## src/rtl/imem_loader_pkg.sv

```systemverilog
// imem_loader_pkg: frame header, loader states and shared imem address width
package imem_loader_pkg;
  localparam logic [7:0] HDR = 8'hA5;
  localparam int IMEM_AW_DEF = 8;
  typedef enum logic [2:0] {
    S_IDLE,
    S_LEN_HI,
    S_LEN_LO,
    S_DATA,
    S_CSUM,
    S_DONE,
    S_ERR
  } state_e;
endpackage

```

## src/rtl/imem_loader.sv

```systemverilog
// imem_loader: framed byte stream to imem words; holds core in reset until checksum verifies
// Ports: Clk/Rst (async high); RxData/RxValid/RxReady byte handshake;
// ImemWrAddr/ImemWrData/ImemWrite imem write port; CpuRst core hold; Done/Error frame status.
module imem_loader
  import imem_loader_pkg::*;
#(
  parameter int IMEM_AW = IMEM_AW_DEF
) (
  input  logic        Clk,
  input  logic        Rst,
  input  logic [7:0]  RxData,
  input  logic        RxValid,
  output logic        RxReady,
  output logic [31:0] ImemWrAddr,
  output logic [31:0] ImemWrData,
  output logic        ImemWrite,
  output logic        CpuRst,
  output logic        Done,
  output logic        Error
);
  localparam logic [16:0] LEN_MAX = 17'(1) << IMEM_AW;
  state_e state_q, state_d;
  logic [31:0] word_q, word_d, addr_q, addr_d, data_q, data_d;
  logic [1:0] bidx_q, bidx_d;
  logic [IMEM_AW:0] widx_q, widx_d, len_q, len_d, widx_n;
  logic [7:0] lenhi_q, lenhi_d, csum_q, csum_d;
  logic wr_q, wr_d, rdy_q;
  logic acc;
  logic [16:0] len_rx;
  logic [31:0] word_n;
  // ready drops for the strobe cycle so only one byte is in flight per write
  assign RxReady = rdy_q & ~wr_q;
  assign acc = RxValid & RxReady;
  assign len_rx = {1'b0, lenhi_q, RxData};
  assign widx_n = widx_q + 1'b1;
  assign word_n = {word_q[23:0], RxData};
  assign ImemWrAddr = addr_q;
  assign ImemWrData = data_q;
  assign ImemWrite = wr_q;
  assign Done = state_q == S_DONE;
  assign Error = state_q == S_ERR;
  assign CpuRst = state_q != S_DONE;
  always_ff @(posedge Clk or posedge Rst) begin
    if (Rst) begin
      state_q <= S_IDLE;
      word_q  <= '0;
      addr_q  <= '0;
      data_q  <= '0;
      bidx_q  <= '0;
      widx_q  <= '0;
      len_q   <= '0;
      lenhi_q <= '0;
      csum_q  <= '0;
      wr_q    <= 1'b0;
      rdy_q   <= 1'b0;
    end else begin
      state_q <= state_d;
      word_q  <= word_d;
      addr_q  <= addr_d;
      data_q  <= data_d;
      bidx_q  <= bidx_d;
      widx_q  <= widx_d;
      len_q   <= len_d;
      lenhi_q <= lenhi_d;
      csum_q  <= csum_d;
      wr_q    <= wr_d;
      rdy_q   <= 1'b1;
    end
  end
  always_comb begin
    state_d = state_q;
    word_d  = word_q;
    addr_d  = addr_q;
    data_d  = data_q;
    bidx_d  = bidx_q;
    widx_d  = widx_q;
    len_d   = len_q;
    lenhi_d = lenhi_q;
    csum_d  = csum_q;
    wr_d    = 1'b0;
    if (acc) begin
      case (state_q)
        S_IDLE, S_DONE, S_ERR: begin
          if (RxData == HDR) begin
            state_d = S_LEN_HI;
            widx_d  = '0;
            bidx_d  = '0;
            csum_d  = '0;
          end
        end
        S_LEN_HI: begin
          lenhi_d = RxData;
          state_d = S_LEN_LO;
        end
        S_LEN_LO: begin
          state_d = (len_rx == '0 || len_rx > LEN_MAX) ? S_ERR : S_DATA;
          len_d   = (IMEM_AW+1)'(len_rx);
        end
        S_DATA: begin
          word_d = word_n;
          csum_d = csum_q ^ RxData;
          bidx_d = bidx_q + 2'd1;
          if (bidx_q == 2'd3) begin
            wr_d    = 1'b1;
            addr_d  = 32'(widx_q[IMEM_AW-1:0]) << 2;
            data_d  = word_n;
            widx_d  = widx_n;
            state_d = (widx_n == len_q) ? S_CSUM : S_DATA;
          end
        end
        S_CSUM: state_d = (RxData == csum_q) ? S_DONE : S_ERR;
        default: state_d = S_IDLE;
      endcase
    end
  end
endmodule

```

## config.mk

```make
export PLATFORM = sky130hd
export DESIGN_NAME = imem_loader
export DESIGN_NICKNAME = d
export VERILOG_FILES = /design/src/rtl/imem_loader_pkg.sv /design/src/rtl/imem_loader.sv
export SDC_FILE = /design/constraint.sdc
export NUM_CORES = 1
export LEC_CHECK = 0
export CAP_MARGIN = 15
export CORE_MARGIN = 3
export CORE_UTILIZATION = 53
export CTS_CLUSTER_SIZE = 28
export DETAILED_ROUTE_END_ITERATION = 10
export PLACE_DENSITY = 0.79
export SLEW_MARGIN = 5
export SYNTH_ARGS = -nofsm -noshare
export SYNTH_HDL_FRONTEND = slang
export SYNTH_SLANG_ARGS = --single-unit
```

## constraint.sdc

```tcl
create_clock -name Clk -period 3.6 [get_ports Clk]
set_input_delay 0.54 -clock Clk [delete_from_list [all_inputs] [get_ports Clk]]
set_output_delay 0.54 -clock Clk [all_outputs]
set_load 0.05 [all_outputs]
```

# Word-level counts from Yosys, hierarchy flattened

Index checks and enable logic that the tools add are counted.

Reductions and logical operators: 12
Order comparisons: 1
Muxes and demuxes: 16
Add/subtract/negate cells: 2
Bitwise gates (word level): 4
Equal/unequal tests: 13

Operators by type and width:

| cell                | number |
|---|---|
| $mux 9              | 2 |
| $pmux 9 s2          | 1 |
| $logic_not 17->1    | 1 |
| $gt 16x9->1 const B | 1 |
| $pmux 8 s2          | 1 |
| $pmux 3 s5          | 1 |
| $mux 3              | 4 |
| $add 9x1->9 const B | 1 |
| $eq 3x3->1 const B  | 3 |
| $eq 9x9->1          | 1 |
| $reduce_and 3->1    | 3 |
| $eq 8x8->1          | 1 |
| $eq 8x8->1 const B  | 1 |
| $mux 8              | 1 |
| $xor 8x8->8         | 1 |
| $eq 3x2->1 const B  | 2 |
| $reduce_and 2->1    | 3 |
| $mux 2              | 2 |
| $ne 2x2->1 const B  | 2 |
| $pmux 2 s2          | 1 |
| $reduce_and 4->1    | 1 |
| $eq 3x1->1 const B  | 1 |
| $logic_not 3->1     | 1 |
| $mux 1              | 3 |
| 8 further kinds     | 9 |

Word-level logic and storage cells: 59
Flip-flop bits (word level): 105
Output and inout port bits: 69

# Longest topological paths before layout

Gate-level depths: netlist (run 1).

Depth after elaboration: 5
Gate-level depth with buffers: 8
Mapped depth without buffers: 6

# Worst setup path before layout (run 1)

Ideal clock, no wire load.

Path type: reg-to-reg
From: register wr_q (netlist: ImemWrite)
To: register len_q[0]
Setup slack: 1.065 ns
Buffers on the path: 1
Cell stages (with the launch flop): 6
Library setup time: 0.127 ns
Arrival time: 2.408 ns
Clock period less this slack: 2.535 ns
Cells stage by stage: dfrtp_1 nor2b_1 nand2_1 or3_1 clkbuf_1 mux2_1

Longest elaborated chain between the ends: 4

Ends and longest elaborated chain:

| item                              | line              | text |
|---|---|---|
| start: declaration                | imem_loader.sv:27 | `logic wr_q, wr_d, rdy_q;` |
| start signal: assignment          | imem_loader.sv:66 | `wr_q <= wr_d;` |
| $not 1->1                         | imem_loader.sv:32 | `assign RxReady = rdy_q & ~wr_q;` |
| $and 1x1->1                       | imem_loader.sv:32 |  |
| net RxReady                       | imem_loader.sv:13 | `output logic RxReady,` |
| $and 1x1->1                       | imem_loader.sv:33 | `assign acc = RxValid & RxReady;` |
| $reduce_and 2->1 (no source line) | -                 |  |
| end signal: assignment            | imem_loader.sv:63 | `len_q <= len_d;` |
| end: declaration                  | imem_loader.sv:25 | `logic [IMEM_AW:0] widx_q, widx_d, len_q, len_d, widx_n;` |

The timed path passes the listed nets, and every way through them passes these cells.
A chain may end at the register's enable or synchronous reset.

# Worst setup path after layout (run 1)

From: register state_q[0]
To: output port Done

Longest elaborated chain between the ends: 1

Ends and longest elaborated chain:

| item                     | line              | text |
|---|---|---|
| start: declaration       | imem_loader.sv:22 | `state_e state_q, state_d;` |
| start signal: assignment | imem_loader.sv:57 | `state_q <= state_d;` |
| $eq 3x3->1               | imem_loader.sv:40 | `assign Done = state_q == S_DONE;` |
| end: declaration         | imem_loader.sv:18 | `output logic Done,` |

Every way passes these cells.

==> results of run 1 <==
[worst reg2reg max path: stages, from the launching register on]
cell     delay [ns]
dfrtp_1        0.62
and4b_1        0.32
nand3_2        0.39
inv_1          0.59
buf_4          0.32
nand2_1        0.08
nand2_1        0.07
[state kept, by name, summed over array words and instances (netlist names), 2 cells and up]
signal	flops
state_q	3
ImemWrAddr	8
csum_q	8
word_q	24
ImemWrData	32
widx_q	9
len_q	9
bidx_q	2
lenhi_q	8
[power by group through the flow]
stage          Clock, mW  Combinational, mW  Sequential, mW
2_1_floorplan          0              0.682            2.39
3_3_place_gp           0               1.66            1.88
3_5_place_dp           0               1.70            1.90
4_1_cts            0.757               1.71            1.88
5_1_grt            0.805               1.85            1.94
6_report           0.746               1.70            1.89
[per-stage QoR]
step / worst slack, ns / instance area [sq um]
after floorplan: 0.299 / 4940
after global placement: 0.833 / 5390
after detailed placement: 0.761 / 5390
after CTS: 0.933 / 5590
after global routing: 0.865 / 5600
final: 0.964 / 5600
[synth_stat cells, types with 4 or more instances]
cell type    n  area share (%)
o21ai_0     14             1.4
o21ai_1     17             1.8
or3_1        4            0.52
mux2_2      16             3.7
inv_1        4            0.31
buf_2        7            0.72
clkbuf_1    19             1.5
nor3_1       6            0.62
dfrtp_1    105              54
nand2_1    201              16
o31ai_1      4            0.62
nor2_1      21             1.6
xor2_1      12             2.2
nand3_1      6            0.62
buf_4       25             3.9
xnor2_1      8             1.4
[cells by family (layout without fill, tap and decap cells)]
family	Yosys count	in the layout	share of synthesized area (%)
buffers and inverters	55	81	6.37
and+or+nand+nor	264	264	23.1
DFF	105	105	54.2
xor gates and xnor gates	20	20	3.61
muxes	17	17	3.95
other	2	25	0.155
adders and majority gates	2	2	0.516
AOI/OAI and AO/OA	55	55	8.10
[per-layer routing]
layer | part of all wire, % | global-route usage [%]
met1 | 45 | 29.3
met2 | 48 | 33.1
met3 | 5.9 | 3.86
met4 | 1.2 | 6.13
met5 | 0 | 0
[worst min path at each step]
stage	from	endpoint
4_1_cts	word_q[18]$_DFFE_PP0P_	ImemWrData[26]$_DFFE_PP0P_
3_3_place_gp	word_q[17]$_DFFE_PP0P_	ImemWrData[25]$_DFFE_PP0P_
2_1_floorplan	word_q[16]$_DFFE_PP0P_	ImemWrData[24]$_DFFE_PP0P_
5_1_grt	word_q[17]$_DFFE_PP0P_	ImemWrData[25]$_DFFE_PP0P_
6_report	word_q[16]$_DFFE_PP0P_	ImemWrData[24]$_DFFE_PP0P_
3_5_place_dp	word_q[18]$_DFFE_PP0P_	ImemWrData[26]$_DFFE_PP0P_
[cell type report]
class / count / area, sq um
fill: 722 / 3200
sequential: 105 / 2630
multi-input combinational: 383 / 2010
timing repair buffer: 61 / 616
tap: 108 / 135
clock buffer: 9 / 124
clock inverter: 7 / 76.3
inverter: 4 / 17.5
==> flow_summary.yaml, run 1 <==
clocking:
  postCtsSetupRepairBufs: 0
  clock-sinks: 105
  clk_pin_slew_ns: 0.10
  tritoncts: "yes"
  cts_resized: 0
  clk_latency_ns: 0.37
  max-clock-path-buffers: 2
  htreeDepth: 3
  holdBufCountCts: 0
  cts_buffers: 9
  root_buffer: "clkbuf_8"
detailed_routing:
  drtIter0Drc: 185
  post_drt_wl_per_cell_um: 14.9
  ant_nets: 0
  avgViaCountPerCell: 5.34
  dr.pass1.iters: 5
  drcViolationCount: 0
  drt_wl_total_um: 10100
  dr_total_vias: 3615
sta:
  slew_violations: 0
  fin_crit_sh_pct: 73.2
  holdWs_ns: 0.479
  setup_viol: 0
  period_minus_slack_ns: 2.64
  max_freq_ghz: 0.379
  tightest_slew_ns: 0.875
  hold_viol_final: 0
  rsz0062_at_grt: "false"
  fin_skew_ns: 0.00766
  setup_tns_ns: 0
  slew-limit-headroom_pct: 41.7
yosys:
  avgSynthCellArea_sq_um: 9.33
  ys_ff_latch: 105
  syn_area_sq_um: 4850
  async_flop_share_pct: 100
  synth_edf_count: 0
  ys_seq_area_share_pct: 54.2
  synth_cell_types: 54
  syn_inst: 520
  yosysWarnings: 0
  ys.flop_type: "dfrtp_1"
worst_setup_path:
  required_ns: 3.06
  crit_type: "flip-flop to primary output"
  critPathLaunchType: "flip-flop"
  cpMaxStageDelayCell: "clkdlybuf4s50_1"
  ff2ff_setup_slack_ns: 1.15
  max_stage_delay_ns: 0.81
  cp.depth: 3
  cp_top_family: "buffers and inverters"
  path_max_fanout: 14
  setup.worst_path.start: "state_q[0]$_DFFE_PP0P_"
  worstReg2RegEnd: "ImemWrAddr[5]$_DFFE_PP0P_"
  reg2reg_depth: 6
  crit_arrival_ns: 2.10
  rr_startpoint: "state_q[0]$_DFFE_PP0P_"
  path_cells: "nand3b_1 > inv_1 > clkdlybuf4s50_1"
  critical_path.endpoint_type: "primary output"
  crit_end: "Done"
  crit_buf_inv: 2
pwr:
  power.switching_mw: 1.83
  p_int_mw: 2.50
  vdd_drop_max_uv: 589
  pwr-share-seq_pct: 43.5
  sw_frac_of_total_pct: 42.3
  totalPowerFinal_mw: 4.33
  clkPwrFrac_pct: 17.2
  power_density_nw_per_um2: 773
  power_leakage_nw: 2.78
  pwr-share-comb_pct: 39.2
cells_and_area:
  drive_above_1_share_pct: 8.96
  finalNonFillerCells: 677
  layout_common_cells: "nand2_1 (201), dfrtp_1 (105), clkdlybuf4s50_1 (55)"
  fin_util_pct: 63.6
  antenna_cells: 0
  layout_commonest_cell: "nand2_1"
  synthToLayoutAreaGrowth_pct: 15.5
  fin_nets: 577
grt:
  grt_max_degree: 73
  grt.overflow.total: 0
  grt_util_all_layers_pct: 20.8
  grt_pass1_wl_um: 17100
  grt_pass1_vias: 3578
  antenna_found_initial: 0
placement:
  routabilityCongestion: 0.854
  port_buffers: 55
  dp.final_hpwl_um: 6820
  placedCellCount: 660
floorplan:
  dieArea_sq_um: 10300
  fp.dieW_um: 102
  rows: 34
  core_area_sq_um: 8810
  die_h_um: 102
  pin_count: 80
  start_util_pct: 55.1
worst_hold_path:
  holdPathStages: 2
  hold_class: "flip-flop to flip-flop"
run_status:
  status: "finished, final reports clean"
job:
  maxCapViolCount: 0
No activity file was read; power rests on OpenSTA's default activity.
==> run 2, diff against run 1 <==
==> constraint.sdc (replaced) <==
create_clock -name Clk -period 2.75 [get_ports Clk]
set_input_delay 0.4125 -clock Clk [delete_from_list [all_inputs] [get_ports Clk]]
set_output_delay 0.4125 -clock Clk [all_outputs]
set_load 0.05 [all_outputs]
==> run 2 against run 1 <==
Clock skew is 0.0027 ns higher. Global-route usage is 0.53 points higher. First-iteration DRC count is 28% lower. Critical endpoint unchanged.
==> flow_summary.yaml, run 2 (same netlist as run 1, synthesis figures left out) <==
sta:
  period_minus_slack_ns: 2.53
  slew-limit-headroom_pct: 58.1
  fin_crit_sh_pct: 91.9
  max_freq_ghz: 0.396
  setup_slack_ns: 0.222
  setup_tns_ns: 0
  hold_viol_final: 0
  rsz0062_at_grt: "false"
  tightest_slew_ns: 0.627
  setup_viol: 0
  slew_violations: 0
  fin_skew_ns: 0.0103
grt:
  grt_pass1_wl_um: 17300
  grt.overflow.total: 0
  grt_pass1_vias: 3505
  grt_max_degree: 53
  grt_util_all_layers_pct: 21.3
  antenna_found_initial: 0
clocking:
  clk_pin_slew_ns: 0.10
  max-clock-path-buffers: 2
  root_buffer: "clkbuf_8"
  cts_resized: 0
  clock-sinks: 105
  htreeDepth: 3
  holdBufCountCts: 0
  tritoncts: "yes"
  postCtsSetupRepairBufs: 0
  cts_buffers: 9
  clk_latency_ns: 0.37
floorplan:
  start_util_pct: 55.1
  fp.dieW_um: 102
  pin_count: 80
  core_area_sq_um: 8810
  die_h_um: 102
  rows: 34
  dieArea_sq_um: 10300
placement:
  port_buffers: 55
  placedCellCount: 669
  pre_cts_ws_ns: 0.296
  dp.final_hpwl_um: 7030
  routabilityCongestion: 0.902
  place_area_sq_um: 5480
worst_setup_path:
  critical_path.endpoint_type: "primary output"
  cpMaxStageDelayCell: "clkdlybuf4s50_1"
  critPathLaunchType: "flip-flop"
  crit_arrival_ns: 2.12
  path_cells: "nand3b_1 > inv_1 > clkdlybuf4s50_1"
  rr_startpoint: "widx_q[0]$_DFFE_PP0P_"
  crit_type: "flip-flop to primary output"
  setup.worst_path.start: "state_q[0]$_DFFE_PP0P_"
  path_max_fanout: 14
  required_ns: 2.34
  max_stage_delay_ns: 0.80
cells_and_area:
  fin_nets: 585
  fin_area_sq_um: 5710
  synthToLayoutAreaGrowth_pct: 17.7
  largest_reg_flops: 32
  layout_common_cells: "nand2_1 (201), dfrtp_1 (105), clkdlybuf4s50_1 (55)"
  fillers: 716
  antenna_cells: 0
  layout_commonest_cell: "nand2_1"
  drive_above_1_share_pct: 10.2
  finalNonFillerCells: 685
detailed_routing:
  post_drt_wl_per_cell_um: 14.9
  drt_wl_total_um: 10200
  drtIter0Drc: 134
  dr.pass1.iters: 5
  ant_nets: 0
  drcViolationCount: 0
  dr_total_vias: 3642
  avgViaCountPerCell: 5.32
pwr:
  power_density_nw_per_um2: 1010
  vdd_drop_max_uv: 813
  power_leakage_nw: 2.84
job:
  maxCapViolCount: 0
worst_hold_path:
  hold_class: "input port to asynchronous set/reset pin"
run_status:
  status: "finished, final reports clean"
==> run 2: final timing paths <==
kind	to	slack, ns	cells past startpoint
setup / recovery	Done	0.22	3
hold / removal	ImemWrData[1]$_DFFE_PP0P_	0.47	2
setup reg to reg	state_q[0]$_DFFE_PP0P_	0.42	6
hold reg to reg	ImemWrData[17]$_DFFE_PP0P_	0.48	2
max in group asynchronous	csum_q[4]$_DFFE_PP0P_	1.65	3
min in group Clk	ImemWrData[17]$_DFFE_PP0P_	0.48	2
==> run 2: through the flow <==
stage                     utilization (%)  hold slack (ns)  total power, mW
after floorplan                         -            0.439             4.03
after global placement               62.2            0.449             4.66
after detailed placement             62.2            0.455             4.74
after CTS                            64.8            0.481             5.83
after global routing                 64.8            0.504             6.14
final                                64.8            0.465             5.80
==> run 2: final cells by class <==
| type | count | area (sq um) | area share [%] |
|---|---|---|---|
| clock inverter | 7 | 106 | 1.86 |
| inverter | 4 | 18.8 | 0.329 |
| tap | 108 | 135 | 2.37 |
| timing repair buffer | 69 | 693 | 12.1 |
| multi-input combinational | 383 | 2010 | 35.1 |
| sequential | 105 | 2630 | 46.0 |
| clock buffer | 9 | 124 | 2.17 |
==> run 2: layer usage <==
layer	up-vias	part of all wire [%]	global-route usage (%)	wire (um)
met2	125	47	33.5	4820
li1	1758	-	-	-
met4	0	1.9	6.54	199
met1	1737	45	29.4	4580
met3	22	6.0	5.37	612
met5	-	0	0	0
==> run 2: critical path: cells and delay by family (launching register included) <==
| kind | cells | cell delay [ns] |
|---|---|---|
| flops | 1 | 0.63 |
| buf+inv | 2 | 0.92 |
| simple gates | 1 | 0.19 |
==> run 2: power by group <==
| group | internal, mW | switching [mW] | leakage, nW |
|---|---|---|---|
| Sequential | 2.07 | 0.408 | 1.37 |
| Combinational | 0.784 | 1.46 | 1.35 |
| Clock | 0.531 | 0.552 | 0.117 |
| Total | 3.38 | 2.42 | 2.84 |
